**src/rtl/id_operand_scoreboard.sv**
```systemverilog
// ---------------------------------------------------------------------------
// id_operand_scoreboard
//   Operand resolution for the ID stage. For each of NUM_SRC read ports it
//   chooses between the regfile data and the nearest of NUM_FWD forwarding
//   stages (index 0 = EXE, nearest). It stalls ID on a load-use hazard, on a
//   RAW against an in-flight long-latency op, and on a WAW against one. A busy
//   bit per register tracks the in-flight long ops. A saturating counter
//   counts the cycles in which ID is held.
//
// Ports
//   clk, reset      clock and synchronous active-high reset
//   id_valid        ID holds a valid instruction
//   src_valid       per-port "operand is actually read"
//   src_raddr       per-port read address (port i at [i*ADDR_W +: ADDR_W])
//   rf_rdata        per-port regfile read data
//   dst_we/dst_addr destination of the instruction in ID
//   fwd_*           per-stage valid / write-enable / address / data / data_ok
//   lat_issue       long op leaves ID this cycle, marks dst_addr busy
//   lat_done        long op completes, clears lat_done_waddr
//   flush           aborts all in-flight long ops
//   cnt_clr         clears the stall counter
//   src_value       resolved operand per port (combinational)
//   id_ready_go     ID may advance (combinational)
//   busy_vec        scoreboard busy bits (registered, bit 0 always 0)
//   stall_cnt       saturating stall-cycle count (registered)
// ---------------------------------------------------------------------------
module id_operand_scoreboard #(
    parameter int NUM_SRC = 2,
    parameter int NUM_FWD = 3,
    parameter int ADDR_W  = 5,
    parameter int DATA_W  = 32,
    parameter int CNT_W   = 32
) (
    input  logic                        clk,
    input  logic                        reset,
    input  logic                        id_valid,
    input  logic [NUM_SRC-1:0]          src_valid,
    input  logic [NUM_SRC*ADDR_W-1:0]   src_raddr,
    input  logic [NUM_SRC*DATA_W-1:0]   rf_rdata,
    input  logic                        dst_we,
    input  logic [ADDR_W-1:0]           dst_addr,
    input  logic [NUM_FWD-1:0]          fwd_valid,
    input  logic [NUM_FWD-1:0]          fwd_we,
    input  logic [NUM_FWD*ADDR_W-1:0]   fwd_waddr,
    input  logic [NUM_FWD*DATA_W-1:0]   fwd_wdata,
    input  logic [NUM_FWD-1:0]          fwd_data_ok,
    input  logic                        lat_issue,
    input  logic                        lat_done,
    input  logic [ADDR_W-1:0]           lat_done_waddr,
    input  logic                        flush,
    input  logic                        cnt_clr,
    output logic [NUM_SRC*DATA_W-1:0]   src_value,
    output logic                        id_ready_go,
    output logic [2**ADDR_W-1:0]        busy_vec,
    output logic [CNT_W-1:0]            stall_cnt
);

    localparam int REG_NUM = 2**ADDR_W;

    logic [REG_NUM-1:0]  busy_r;
    logic [REG_NUM-1:0]  busy_nxt_s;
    logic [CNT_W-1:0]    stall_cnt_r;
    logic [NUM_SRC-1:0]  port_stall_s;
    logic                waw_stall_s;
    logic                ready_go_s;
    logic                hit_found_s;
    logic                hit_ok_s;
    logic [DATA_W-1:0]   hit_data_s;

    // Per-port operand select (nearest forwarding hit wins) and RAW stall detect.
    always_comb begin
        src_value    = '0;
        port_stall_s = '0;
        hit_found_s  = 1'b0;
        hit_ok_s     = 1'b1;
        hit_data_s   = '0;
        for (int i = 0; i < NUM_SRC; i++) begin
            hit_found_s = 1'b0;
            hit_ok_s    = 1'b1;
            hit_data_s  = rf_rdata[i*DATA_W +: DATA_W];
            for (int j = 0; j < NUM_FWD; j++) begin
                // Once the nearest match is found, farther stages are ignored
                // even if their data is final: they hold an older value.
                if (!hit_found_s && fwd_valid[j] && fwd_we[j] &&
                    (fwd_waddr[j*ADDR_W +: ADDR_W] == src_raddr[i*ADDR_W +: ADDR_W]) &&
                    (src_raddr[i*ADDR_W +: ADDR_W] != {ADDR_W{1'b0}})) begin
                    hit_found_s = 1'b1;
                    hit_ok_s    = fwd_data_ok[j];
                    hit_data_s  = fwd_wdata[j*DATA_W +: DATA_W];
                end else begin
                    hit_found_s = hit_found_s;
                end
            end
            src_value[i*DATA_W +: DATA_W] = hit_data_s;
            // Busy is the pre-update value: the cycle lat_done fires still stalls.
            if (id_valid && src_valid[i] &&
                ((hit_found_s && !hit_ok_s) || busy_r[src_raddr[i*ADDR_W +: ADDR_W]])) begin
                port_stall_s[i] = 1'b1;
            end else begin
                port_stall_s[i] = 1'b0;
            end
        end
    end

    // WAW stall and the overall go signal; independent of lat_issue by design.
    always_comb begin
        waw_stall_s = id_valid && dst_we && (dst_addr != {ADDR_W{1'b0}}) && busy_r[dst_addr];
        ready_go_s  = !((|port_stall_s) || waw_stall_s);
    end

    // Next busy vector: clear on completion first, so a same-cycle issue wins.
    always_comb begin
        busy_nxt_s = busy_r;
        if (lat_done) begin
            busy_nxt_s[lat_done_waddr] = 1'b0;
        end else begin
            busy_nxt_s = busy_nxt_s;
        end
        if (lat_issue && (dst_addr != {ADDR_W{1'b0}})) begin
            busy_nxt_s[dst_addr] = 1'b1;
        end else begin
            busy_nxt_s = busy_nxt_s;
        end
        busy_nxt_s[0] = 1'b0;
    end

    // Scoreboard register; flush aborts every in-flight long op.
    always_ff @(posedge clk) begin
        if (reset || flush) begin
            busy_r <= '0;
        end else begin
            busy_r <= busy_nxt_s;
        end
    end

    // Saturating stall-cycle counter; clear has priority, flush leaves it alone.
    always_ff @(posedge clk) begin
        if (reset) begin
            stall_cnt_r <= '0;
        end else if (cnt_clr) begin
            stall_cnt_r <= '0;
        end else if (id_valid && !ready_go_s && (stall_cnt_r != {CNT_W{1'b1}})) begin
            stall_cnt_r <= stall_cnt_r + {{(CNT_W-1){1'b0}}, 1'b1};
        end else begin
            stall_cnt_r <= stall_cnt_r;
        end
    end

    assign id_ready_go = ready_go_s;
    assign busy_vec    = busy_r;
    assign stall_cnt   = stall_cnt_r;

endmodule

```
**config.mk**
```make
export PLATFORM = sky130hd
export DESIGN_NAME = id_operand_scoreboard
export DESIGN_NICKNAME = d
export VERILOG_FILES = /design/src/rtl/id_operand_scoreboard.sv
export SDC_FILE = /design/constraint.sdc
export NUM_CORES = 1
export LEC_CHECK = 0
export CORE_AREA = 2 2 134 136
export CTS_CLUSTER_DIAMETER = 100
export DETAILED_ROUTE_END_ITERATION = 10
export DIE_AREA = 0 0 136 138
export GPL_TIMING_DRIVEN = 1
export PLACE_DENSITY = 0.74
export REMOVE_ABC_BUFFERS = 1
export SYNTH_ARGS = -nofsm -noshare
export SYNTH_HDL_FRONTEND = slang
export SYNTH_SLANG_ARGS = --single-unit
```
**constraint.sdc**
```tcl
create_clock -name clk -period 3.6 [get_ports clk]
set_clock_uncertainty 0.05 [all_clocks]
set_input_delay 0.54 -clock clk [delete_from_list [all_inputs] [get_ports clk]]
set_output_delay 0.54 -clock clk [all_outputs]
set_load 0.03 [all_outputs]
```
Word-level counts from Yosys, hierarchy flattened
Index checks and enable logic that the tools add are counted.
{"block": "totals", "ff_bits": 64, "latchBits": 0, "ram_bits": 0, "romBits": 0, "inputBits": 214, "out_inout_bits": 129, "wordCells": 103, "memories": 0}
{"block": "op_classes", "addsub": 1, "mul": 0, "n_div": 0, "order_cmp": 6, "n_eq_ne": 7, "n_shift": 0, "muxes": 32, "bitwise_logic": 3, "n_reduce_logical": 51}
{"operator": "$mux W32", "count": 8}
{"operator": "$logic_and A1 B1 Y1", "count": 35}
{"operator": "$add A32 B1 Y32 const B", "count": 1}
{"operator": "$and A32 B32 Y32", "count": 1}
{"operator": "$ne A32 B32 Y1 const B", "count": 1}
{"operator": "$not A32 Y32", "count": 1}
{"operator": "$or A32 B32 Y32", "count": 1}
{"operator": "$eq A5 B5 Y1", "count": 6}
{"operator": "$lt A5 B6 Y1 const B", "count": 4}
{"operator": "$mux W1", "count": 19}
{"operator": "$bmux W1 S5", "count": 3}
{"operator": "$reduce_bool A5 Y1", "count": 3}
{"operator": "$demux W1 S5", "count": 2}
{"operator": "$ge A5 B1 Y1 const B", "count": 2}
{"operator": "$logic_not A1 Y1", "count": 7}
{"operator": "$logic_or A1 B1 Y1", "count": 4}
{"operator": "$reduce_or A2 Y1", "count": 2}

Depth between registers and ports, before layout
{"block": "logic_depth", "ltp_word": 25, "mapped_depth": 13, "depth_no_buf": 10}

Worst setup path before layout
No wires, ideal clock.
{"block": "synth_path", "path_kind": "input to output", "start": "in src_raddr[8]", "end": "out src_value[32]", "arrival_time_ns": 2.996, "required_ns": 3.010, "setup_slack_ns": 0.014, "path_stages": 10, "path_buffers": 3, "path_cell_list": "buf_2 -> nor3_1 -> a211o_1 -> or4_1 -> clkbuf_1 -> clkbuf_1 -> mux2i_1 -> nor2_1 -> a21oi_1 -> o21ai_0"}
{"block": "synth_between", "elab_chain_cells": 16, "word_cells_on_any_way": 21, "classes_between": "3 x eq/ne; 5 x mux; 13 x reduce/logical"}
{"element": "start, declared", "line_no": "38", "text": "input logic [NUM_SRC*ADDR_W-1:0] src_raddr,"}
{"element": "$eq A5 B5 Y1", "line_no": "85", "text": "(fwd_waddr[j*ADDR_W +: ADDR_W] == src_raddr[i*ADDR_W +: ADDR_W]) &&"}
{"element": "$logic_and A1 B1 Y1", "line_no": "84", "text": "if (!hit_found_s && fwd_valid[j] && fwd_we[j] &&"}
{"element": "$logic_and A1 B1 Y1", "line_no": "85"}
{"element": "$mux W1", "line_no": "84"}
{"element": "$logic_not A1 Y1", "line_no": "84"}
{"element": "$logic_and A1 B1 Y1 (3 in series)", "line_no": "84"}
{"element": "$logic_and A1 B1 Y1", "line_no": "85"}
{"element": "$mux W1", "line_no": "84"}
{"element": "$logic_not A1 Y1", "line_no": "84"}
{"element": "$logic_and A1 B1 Y1 (3 in series)", "line_no": "84"}
{"element": "$logic_and A1 B1 Y1", "line_no": "85"}
{"element": "$mux W32 (*)", "line_no": "84"}
{"element": "end, declared", "line_no": "52", "text": "output logic [NUM_SRC*DATA_W-1:0] src_value,"}
Every way passes the cells marked *; elsewhere a longest branch is shown, timed or not.

Final worst setup path
{"block": "layout_path", "start": "in src_raddr[0]", "end": "out src_value[13]"}
Same word-level chain as after synthesis.

==> summary.md <==
| Metric | Value |
|---|---|
| Req. time, crit path | 3.01 ns |
| DRT antenna net count | 0 |
| Vias/cell | 5.656 |
| Filler Cells Inserted | 1590 |
| First-pass GRT wire length | 44260 microns |
| Post-route cell area | ~11000 sq um |
| Ys async rst share | 0 |
| Synth Instances | 849 |
| Die H | 138 microns |
| Share of the clock period used by the worst path | 0.9927 |
| FP Rows | 49 |
| PwrDens | ~220 nW/um^2 |
| Commonest non-fill, non-tap cell in the layout | clkdlybuf4s50_1 |
| Max Freq | roughly 280 MHz |
| Htree depth | 3 |
| Utilization after layout | 0.6078 |
| Fin. max-slew vios | 0 |
| Final net count | between 1000 and 1500 |
| Worst min path class | reg2reg |
| Final Hold Fails | 0 |
| Unrepaired setup endpoints after global routing | true |
| R2R setup slack | 0.59 ns |
| Root Driver | clkbuf_16 |
| Gr usage total | 0.2991 |
| CP Class | in2out |
| Die width | 136 microns |
| Critical Path AT | 2.98 ns |
| Post-Syn Area | 6010 sq um |
| Clock sink total | 63 |
| Dpl cell area | 10000 sq um |
| Top FF cell, synth | dfxtp_1 |
| Post-DP HPWL | 22280 microns |
| Post-route DRC | 0 |
| Slew at the pin with the worst max-slew slack | 0.7151 ns |
| DP Worst Slack | -0.4081 ns |
| WHS | 0.4496 ns |
| RR Endpoint | stall_cnt[15] |
| Total grt overflow | 0 |
| Die area | 18770 sq um |
| Num ports | 343 |
| Register area share after synthesis | 0.2099 |
| Port Buffers | 341 |
| Reg2reg start | stall_cnt[13] |
| Min setup slack post-route | approximately 0.026 ns |
| Relative slew margins | 0.5215 |
| Peak VDD IR | 0.0002230 V |
| CTS Hold Buffers Added | 0 |
| Worst r2r path cells | 10 |
| Critical-path maximum fanout | 7 |
| Routed via count | 8264 |
| Core Footprint | between 15000 and 20000 sq um |
| Iter 0 DRT Violations | 657 |
| Max cap viols | 0 |
| Leakage power | 0.004186 uW |
| Hold path depth | 2 |
| CTS buffer count | 9 |
| Worst-path clk slew | 0.06 ns |
| Drt wl/cell | 20.50 microns |
| Fin crit period | around 3.6 ns |
| CTS tree | built |
| Clock Path Buffers | 2 |
| Largest net degree at the start of global routing | 36 |
| Status | complete, no violations |
| Share of cells above drive strength 1 | 0.1813 |
| Hold path start | stall_cnt[29] |
| Setup TNS | 0 ns |
| Final setup fails | 0 |
| Netlist cell types | 54 |
| CP Launch Type | input pin |
| Synthesis warning total | 0 |
| RD Place Congestion | 0.9374 |
| Multi-input logic area | ~4500 sq um |
| Flops & latches, synth | 63 |
| DR pass1 iterations | 5 |
| Crit end category | output port |
| Initial antenna violation count | 4 |
| Most frequent cells in the layout | 262 x clkdlybuf4s50_1, 126 x nand2_1, 124 x buf_4 |
| Number of enable flip-flop cells after synthesis | 0 |
| Reg area | 1261 sq um |
| Syn avg cell area | 7.078 sq um |
| Post-Route WL | between 20000 and 30000 microns |
| Initial Utilization | 0.3427 |
| Hold EP | stall_cnt[29] |
| Vias in the first global route | approximately 7600 |
| Layout overhead on the synthesized area | 77.35% |
| Worst-skew pair later-pin latency | 0.33 ns |
## per-stage QoR
step / power (uW) / std cells
2_1_floorplan: 1037 / 780
5_1_grt: 2455 / 1461
6_report: 2366 / 1461
4_1_cts: 2354 / 1453
3_5_place_dp: 1542 / 1424
3_3_place_gp: 1538 / 1424
## layout make-up
cell class,instances,share of cell area
diodes,2,0.0004696
multi-input cells,707,0.4249
clock buffers,9,0.02113
repair buffers,434,0.4002
inverters,10,0.003522
clock inverters,7,0.004579
well taps,229,0.02688
flip-flops and latches,63,0.1183
## worst max-delay path, cell delays in order
cell and delay, ns:
dlygate4sd2_1 0.26, or4_4 0.58, nor2_4 0.16, nor4_4 0.08
nor4_2 0.18, and4_4 0.30, buf_12 0.14, bufbuf_16 0.26
a21oi_1 0.05, a221o_1 0.28, buf_6 0.15
## routing by layer
metal / wire, microns / vias to the layer above / GRT usage
met2: 14440 / 426 / 0.4972
met3: 2815 / 86 / 0.06711
met5: 27 / - / 0
li1: - / 3892 / -
met1: 11450 / 3856 / 0.3689
met4: 1228 / 4 / 0.1283
## state kept, by name, summed over array words and instances (netlist names)
| signal | count |
|---|---|
| stall_cnt | 32 |
| busy_vec | 31 |
## timing repair
action	in CTS	in global routing
gates resized for setup	44	11
endpoints found under the setup margin	74	72
pin swaps	14	11
cloned	2	1
setup buffers	11	5
## cell usage after synthesis (11+ instances only)
master,instances,area (sq um)
xor2_1,24,210.2
and3_1,11,68.82
mux2i_1,45,450.4
mux4_2,11,247.7
nor2_1,61,229.0
dfxtp_1,63,1261
a221o_1,32,320.3
xnor2_1,19,166.4
a21oi_1,115,575.6
mux2_2,12,135.1
clkbuf_1,47,176.4
nand4_1,13,81.33
buf_1,11,41.29
nand3_1,55,275.3
o21ai_0,66,330.3
nand2_1,126,473.0
## worst max-delay path by stage
| stage | slack, ns | from | to |
|---|---|---|---|
| floorplan | -7.83 | fwd_waddr[3] | src_value[62] |
| global placement | -0.28 | src_raddr[7] | src_value[32] |
| detailed placement | -0.41 | src_raddr[7] | stall_cnt[15] |
| CTS | 0.002 | fwd_waddr[2] | src_value[27] |
| global route | -0.07 | src_raddr[6] | id_ready_go |
| finish | 0.03 | src_raddr[0] | src_value[13] |
## logic make-up (layout without fill, tap and decap cells)
logic type                 after synthesis  after routing  share of synthesized area
and+or+nand+nor                        341            341                     0.2759
AOI/OAI and AO/OA                      253            253                     0.2557
buffers and inverters                   79            460                    0.05455
muxes                                   68             68                     0.1387
DFF                                     63             63                     0.2099
xor gates and xnor gates                43             43                    0.06267
adders and majority gates                1              1                   0.002082
other                                    1              3                  0.0006240
## where the power goes
part	total, uW	internal (uW)	leakage [uW]	switching [uW]
logic	865	450	0.00354	415
registers	703	700	0.000507	3.33
clock network	798	466	0.000136	332
total	2370	1620	0.00419	751
Power figures use the tool's default switching activity.
